<file path="src/rtl/serial_arith_pkg.sv">
// Shared definitions for the bit-serial arithmetic blocks.
// Every serial operator uses the same IDLE/RUN/DONE sequencing.
package serial_arith_pkg;

  typedef logic [1:0] fsm_state_t;

  localparam fsm_state_t IDLE = 2'b00;
  localparam fsm_state_t RUN  = 2'b01;
  localparam fsm_state_t DONE = 2'b10;

endpackage

</file>
<file path="src/rtl/full_subtractor.sv">
// One-bit full subtractor cell used by the serial datapath.
module full_subtractor (
  input  logic x,
  input  logic y,
  input  logic bin,
  output logic d,
  output logic bout
);

  assign d    = x ^ y ^ bin;
  assign bout = (~x & y) | (~(x ^ y) & bin);

endmodule

</file>
<file path="src/rtl/serial_subtractor.sv">
// Bit-serial unsigned subtractor: one bit per cycle, LSB first,
// with a valid/ready handshake on both operand and result sides.
module serial_subtractor
  import serial_arith_pkg::*;
#(
  parameter int WIDTH = 8
) (
  input  logic             clk,
  input  logic             rst_n,
  input  logic             in_valid,
  output logic             in_ready,
  input  logic [WIDTH-1:0] a,
  input  logic [WIDTH-1:0] b,
  input  logic             bin,
  output logic             out_valid,
  input  logic             out_ready,
  output logic [WIDTH-1:0] diff,
  output logic             bout
);

  localparam int CNT_W = $clog2(WIDTH);

  fsm_state_t       state_r;
  fsm_state_t       state_nxt_s;
  logic [CNT_W-1:0] cnt_r;
  logic [WIDTH-1:0] a_sh_r;
  logic [WIDTH-1:0] b_sh_r;
  logic [WIDTH-1:0] diff_r;
  logic             br_r;
  logic             in_ready_r;
  logic             out_valid_r;
  logic             d_s;
  logic             br_nxt_s;
  logic             accept_s;
  logic             last_s;

  // in_ready_r also gates acceptance so nothing is taken in the cycle after reset
  assign accept_s = (state_r == IDLE) && in_valid && in_ready_r;
  assign last_s   = (state_r == RUN) && (cnt_r == CNT_W'(WIDTH - 1));

  full_subtractor u_cell (
    .x    (a_sh_r[0]),
    .y    (b_sh_r[0]),
    .bin  (br_r),
    .d    (d_s),
    .bout (br_nxt_s)
  );

  // Next-state decode for the IDLE/RUN/DONE sequencer
  always_comb begin
    state_nxt_s = state_r;
    case (state_r)
      IDLE: begin
        if (accept_s) state_nxt_s = RUN;
        else          state_nxt_s = IDLE;
      end
      RUN: begin
        if (last_s) state_nxt_s = DONE;
        else        state_nxt_s = RUN;
      end
      DONE: begin
        if (out_ready) state_nxt_s = IDLE;
        else           state_nxt_s = DONE;
      end
      default: state_nxt_s = IDLE;
    endcase
  end

  // State register with registered handshake flags derived from the next state
  always_ff @(posedge clk or negedge rst_n) begin
    if (!rst_n) begin
      state_r     <= IDLE;
      in_ready_r  <= 1'b0;
      out_valid_r <= 1'b0;
    end else begin
      state_r     <= state_nxt_s;
      in_ready_r  <= (state_nxt_s == IDLE);
      out_valid_r <= (state_nxt_s == DONE);
    end
  end

  // Operand shifters, borrow flop, result shifter and bit counter
  always_ff @(posedge clk or negedge rst_n) begin
    if (!rst_n) begin
      a_sh_r <= {WIDTH{1'b0}};
      b_sh_r <= {WIDTH{1'b0}};
      diff_r <= {WIDTH{1'b0}};
      br_r   <= 1'b0;
      cnt_r  <= {CNT_W{1'b0}};
    end else if (accept_s) begin
      a_sh_r <= a;
      b_sh_r <= b;
      br_r   <= bin;
      cnt_r  <= {CNT_W{1'b0}};
    end else if (state_r == RUN) begin
      a_sh_r <= {1'b0, a_sh_r[WIDTH-1:1]};
      b_sh_r <= {1'b0, b_sh_r[WIDTH-1:1]};
      // difference bits enter at the top so bit 0 ends at diff[0]
      diff_r <= {d_s, diff_r[WIDTH-1:1]};
      br_r   <= br_nxt_s;
      cnt_r  <= last_s ? {CNT_W{1'b0}} : cnt_r + CNT_W'(1);
    end else begin
      a_sh_r <= a_sh_r;
      b_sh_r <= b_sh_r;
      diff_r <= diff_r;
      br_r   <= br_r;
      cnt_r  <= cnt_r;
    end
  end

  assign in_ready  = in_ready_r;
  assign out_valid = out_valid_r;
  assign diff      = diff_r;
  assign bout      = br_r;

endmodule

</file>
<file path="config.mk">
export PLATFORM = sky130hd
export DESIGN_NAME = serial_subtractor
export DESIGN_NICKNAME = d
export VERILOG_FILES = /design/src/rtl/serial_arith_pkg.sv /design/src/rtl/full_subtractor.sv /design/src/rtl/serial_subtractor.sv
export SDC_FILE = /design/constraint.sdc
export NUM_CORES = 1
export LEC_CHECK = 0
export ABC_AREA = 1
export CAP_MARGIN = 20
export CORE_MARGIN = 5
export CORE_UTILIZATION = 50
export DETAILED_ROUTE_END_ITERATION = 16
export GPL_ROUTABILITY_DRIVEN = 0
export PLACE_DENSITY = 0.82
export SLEW_MARGIN = 5
export SYNTH_ARGS = -nofsm -noshare
export SYNTH_HDL_FRONTEND = slang
export SYNTH_SLANG_ARGS = --single-unit
</file>
<file path="constraint.sdc">
create_clock -name clk -period 1.55 [get_ports clk]
set_clock_uncertainty 0.2 [all_clocks]
set_input_delay 0.2325 -clock clk [delete_from_list [all_inputs] [get_ports clk]]
set_output_delay 0.2325 -clock clk [all_outputs]
set_load 0.01 [all_outputs]
</file>
After elaboration in Yosys (flattened, before gate mapping)
Cells that the tools add are included.
Widths: inputs -> output; s select.
{"block": "word_totals", "regBits": 32, "input_bits": 21, "out_inout_bits": 11, "wordCells": 41}
{"block": "op_classes", "add_sub_neg": 1, "eq_ne": 4, "muxes": 13, "bitwise_logic": 8, "n_reduce_logical": 7}
{"cell": "$mux 8", "count": 4}
{"cell": "$mux 3", "count": 3}
{"cell": "$pmux 2 s3", "count": 1}
{"cell": "$eq 2x2->1 const B", "count": 2}
{"cell": "$logic_not 2->1", "count": 2}
{"cell": "$mux 2", "count": 2}
{"cell": "$add 3x1->3 const B", "count": 1}
{"cell": "$eq 3x3->1 const B", "count": 1}
{"cell": "$logic_and 1x1->1", "count": 3}
{"cell": "$mux 1", "count": 3}
{"cell": "$not 1->1", "count": 3}
{"cell": "$and 1x1->1", "count": 2}
{"cell": "$eq 2x1->1 const B", "count": 1}
{"cell": "$reduce_and 2->1", "count": 1}
{"cell": "$reduce_bool 2->1", "count": 1}
{"cell": "$xor 1x1->1", "count": 2}
{"cell": "$or 1x1->1", "count": 1}

Depth between registers and ports, before layout
{"block": "depth", "depth_word": 6, "depth_mapped": 7, "mapped_depth_nobuf": 6}

Cells and area by module
Synthesis repeated with hierarchy kept, for this count alone.
{"block": "hier_totals", "hier_cells": 189, "hier_area_um2": 1705.4}
{"module": "serial_subtractor", "n_inst": 1, "cells_each": 185, "area_per_inst_um2": 1674.1, "seq_area_each_um2": 800.8}
{"module": "full_subtractor", "n_inst": 1, "cells_each": 4, "area_per_inst_um2": 31.3, "seq_area_each_um2": 0.0}

Worst setup path after synthesis
Ideal clock, no wire load.
{"block": "synth_timing", "path_type": "register to register", "from": "reg state_r[1]", "to": "reg a_sh_r[4]", "t_arrival_ns": 1.097, "setup_slack_ns": 0.137, "stages_incl_launch_ff": 6, "n_path_buf": 1, "cell_sequence": "dfrtp_1 nor2_2 nand2_2 buf_2 nand3_1 nand2_1"}
{"block": "synth_via", "elab_chain_len": 4, "elab_cells_between_ends": 6, "classes_between": "1 x eq/ne; 1 x mux; 4 x reduce/logical"}
{"element": "start: declaration", "line_no": "serial_subtractor.sv:23", "source": "fsm_state_t state_r;"}
{"element": "start signal: assignment", "line_no": "serial_subtractor.sv:76", "source": "state_r <= state_nxt_s;"}
{"element": "$logic_not 2->1", "line_no": "serial_subtractor.sv:38", "source": "assign accept_s = (state_r == IDLE) && in_valid && in_ready_r;"}
{"element": "$logic_and 1x1->1 (2 in series)", "line_no": "serial_subtractor.sv:38"}
{"element": "$mux 8 or $reduce_bool 2->1 (tied branches)"}
{"element": "end signal: assignment", "line_no": "serial_subtractor.sv:85", "source": "a_sh_r <= {WIDTH{1'b0}};"}
{"element": "end signal: assignment", "line_no": "serial_subtractor.sv:96", "source": "a_sh_r <= {1'b0, a_sh_r[WIDTH-1:1]};"}
{"element": "end signal: assignment", "line_no": "serial_subtractor.sv:103", "source": "a_sh_r <= a_sh_r;"}
{"element": "end: declaration", "line_no": "serial_subtractor.sv:26", "source": "logic [WIDTH-1:0] a_sh_r;"}
Parallel ways exist; a longest one is shown, timed or not.
A chain may end at the register's enable or synchronous reset.

Worst setup path after layout
{"block": "layout_timing", "from": "reg diff_r[1] (netlist: diff[1])", "to": "out diff[1]"}
{"element": "start: declaration", "line_no": "serial_subtractor.sv:28", "source": "logic [WIDTH-1:0] diff_r;"}
{"element": "start signal: assignment", "line_no": "serial_subtractor.sv:87", "source": "diff_r <= {WIDTH{1'b0}};"}
{"element": "start signal: assignment", "line_no": "serial_subtractor.sv:99", "source": "diff_r <= {d_s, diff_r[WIDTH-1:1]};"}
{"element": "start signal: assignment", "line_no": "serial_subtractor.sv:105", "source": "diff_r <= diff_r;"}
{"element": "end: declaration", "line_no": "serial_subtractor.sv:17", "source": "output logic [WIDTH-1:0] diff,"}
No word-level cell between the ends.

==> impl_metrics.ini <==
[critical_path]
end_kind = primary output
timing.rr.start = bout$_DFFE_PN0P_
cp_slowest_cell = dfrtp_1
cp_cell_sequence = dlygate4sd2_1
crit_family = flip-flops
cp.arrival_ns = 1.03
cp_max_fo = 3
critPathMaxStageDelay_ns = 0.41
start_kind = flop
rr_endpoint = bout$_DFFE_PN0P_
critPathBufInv = 1
cp.depth = 1
reg2reg_slack_ns = 0.12
reg2regPathDepth = 6
critPathRequiredTime_ns = 1.12
crit_type = reg -> out

[synth]
yosysUniqueCellTypes = 22
synth-edff-count = 0
ys.flop_type = dfrtp_1
synthesis.nets = 211
ys_warn_count = 0
yosysSeqAreaShare_pct = 51.9
synthCells = 187
syn_area_um2 = 1540
synth_area_leader_cell = dfrtp_1
synth_common_cells = nand2_1 (74), dfrtp_1 (32), nand3_1 (27)
ys_seq_elements = 32
postSynthAreaPerCell_um2 = 8.26
synth.top_cells.by_area = dfrtp_1 (52%), nand2_1 (18%), nand3_1 (8.8%)
synth.top_cell.area_share_pct = 51.9
ys_async_sr_fraction_pct = 100
yosysMostFrequentCell = nand2_1

[layout]
fin_area_um2 = 2020
multi_input_area_um2 = 634
area_growth_pct = 30.6
n_antenna_cell = 0
ff_latch_area_um2 = 801
utilization_pct = 67.2
post_layout_nonfiller_instances = 260
fin_nets = 250
filler_cell_count = 251
drive_gt1_share_pct = 9.25

[grt]
grt_max_degree = 33
first_global_vias = 1285
gr-total-overflow = 0
grt_pass1_wl_mm = 5.51
grt_antenna_before_repair = 0
gr-usage-all-layers_pct = 17.2

[die]
start_util_pct = 51.4
die_h_um = 65.6
row_count = 20
die_w_um = 65.6
num_io_pins = 32
dieArea_um2 = 4300
core_area_um2 = 3000

[route]
drc = 0
via_per_inst = 5.10
met3_length_um = 159
first_iter_violations = 100
wl_met1_mm = 1.34
highest_layer = met4
first_pass_iters = 4
dr_wl_met2_mm = 1.52
routed_wl_mm = 3.10
wl_per_cell_um = 11.9
dr_total_vias = 1327
antenna_left = 0

[sta]
finalSetupViolCount = 0
rsz0062_at_grt = false
layout_setup_ws_ns = 0.0891
fmaxAchievable_ghz = 0.685
slew_headroom_pct = 80.0
tightestPinTransition_ns = 0.298
hold_viol_final = 0
report.final.slew_viol_count = 0
fin_crit_ns = 1.46
fin_crit_sh_pct = 94.3

[flow_run]
drv_cap = 0

[placed_design]
dp_slack_ns = -0.0185
dp_hpwl_mm = 2.16
placed_area_um2 = 1960
dp_cells = 251
io_buffers = 31

[clocking]
cts_buffers = 5
cts.clk_slew.worst_paths_ns = 0.10
clkLatencyLatePin_ns = 0.33
cts-root-buf = clkbuf_4
cts_tree = built
cts_num_sinks = 32
clock_path_buffers = 2
htreeDepth = 2

[pwr]
leakagePower_nw = 1.07
p_per_area_nw_per_um2 = 1810
total_power_mw = 3.66
ir_drop_uv = 1060

[run_status]
status = finished clean

[min_path]
hold_path_class = in -> async
-- logic make-up after synthesis --
| kind of cell | Yosys count | share of synthesized area [%] |
|---|---|---|
| fa+ha+maj | 3 | 2.92 |
| buf+inv | 24 | 7.05 |
| compound gates | 10 | 3.56 |
| simple gates | 118 | 34.6 |
| flops | 32 | 51.9 |
-- where the power goes --
group	leakage, nW	total, mW	internal, mW	switching (mW)
Clock	0.0326	0.495	0.224	0.272
Combinational	0.632	1.76	0.761	0.998
Sequential	0.406	1.40	1.20	0.206
-- placed cells by master, fill, tap and decap left out --
master / count
clkinv_1: 1
clkbuf_4: 5
inv_2: 1
o21ai_1: 1
nor3_1: 1
dfrtp_1: 32
inv_1: 12
clkbuf_8: 1
fa_1: 1
nor2_4: 1
clkdlybuf4s50_1: 20
nand3_1: 27
clkbuf_1: 2
nor2_2: 1
nand3b_1: 11
nor2_1: 1
ha_1: 2
buf_12: 4
o21bai_1: 2
o21ai_0: 7
dlygate4sd2_1: 11
buf_4: 7
nand4_1: 1
nand2_1: 74
nand2_2: 1
-- cell type report --
class | count | area share, %
well taps | 33 | 2.05
inverters | 14 | 2.61
multi-input cells | 131 | 31.5
flip-flops and latches | 32 | 39.7
clock buffers | 8 | 2.92
repair buffers | 42 | 21.3
-- metrics by stage --
step                      hold slack, ns  TNS (ns)
after detailed placement           0.281    -0.108
after global routing              0.0497         0
after CTS                         0.0468         0
final                             0.0474         0
after global placement             0.262         0
after floorplan                   -0.263         0
-- what timing repair did --
item / 4_1_cts / 5_1_grt
setup endpoints to repair: 11 / 0
endpoints found under the hold margin: 0 / 0
hold buffers: 0 / 0
gates resized for setup: 11 / 0
setup buffers: 1 / 0
-- flip-flops by register name, indices dropped and copies added, names as in the netlist --
name / cells
cnt_r: 3
bout: 1
in_ready: 1
state_r: 2
diff: 8
b_sh_r: 8
out_valid: 1
a_sh_r: 8
-- routing by layer --
metal / up-vias / track usage (%)
li1: 671 / -
met1: 610 / 19.9
met2: 37 / 27.9
met3: 9 / 5.13
met4: 0 / 10.4
met5: - / 0
-- worst max-delay path by stage --
stage	from	slack (ns)	end
6_report	diff[1]$_DFFE_PN0P_	0.09	diff[1]
5_1_grt	bout$_DFFE_PN0P_	0.03	bout$_DFFE_PN0P_
4_1_cts	diff[1]$_DFFE_PN0P_	0.07	diff[1]
3_5_place_dp	in_valid	-0.02	b_sh_r[2]$_DFFE_PN0P_
3_3_place_gp	in_valid	0.008	b_sh_r[5]$_DFFE_PN0P_
2_1_floorplan	state_r[1]$_DFF_PN0_	0.14	a_sh_r[4]$_DFFE_PN0P_
Note: power is estimated with default switching activity, not from simulation.
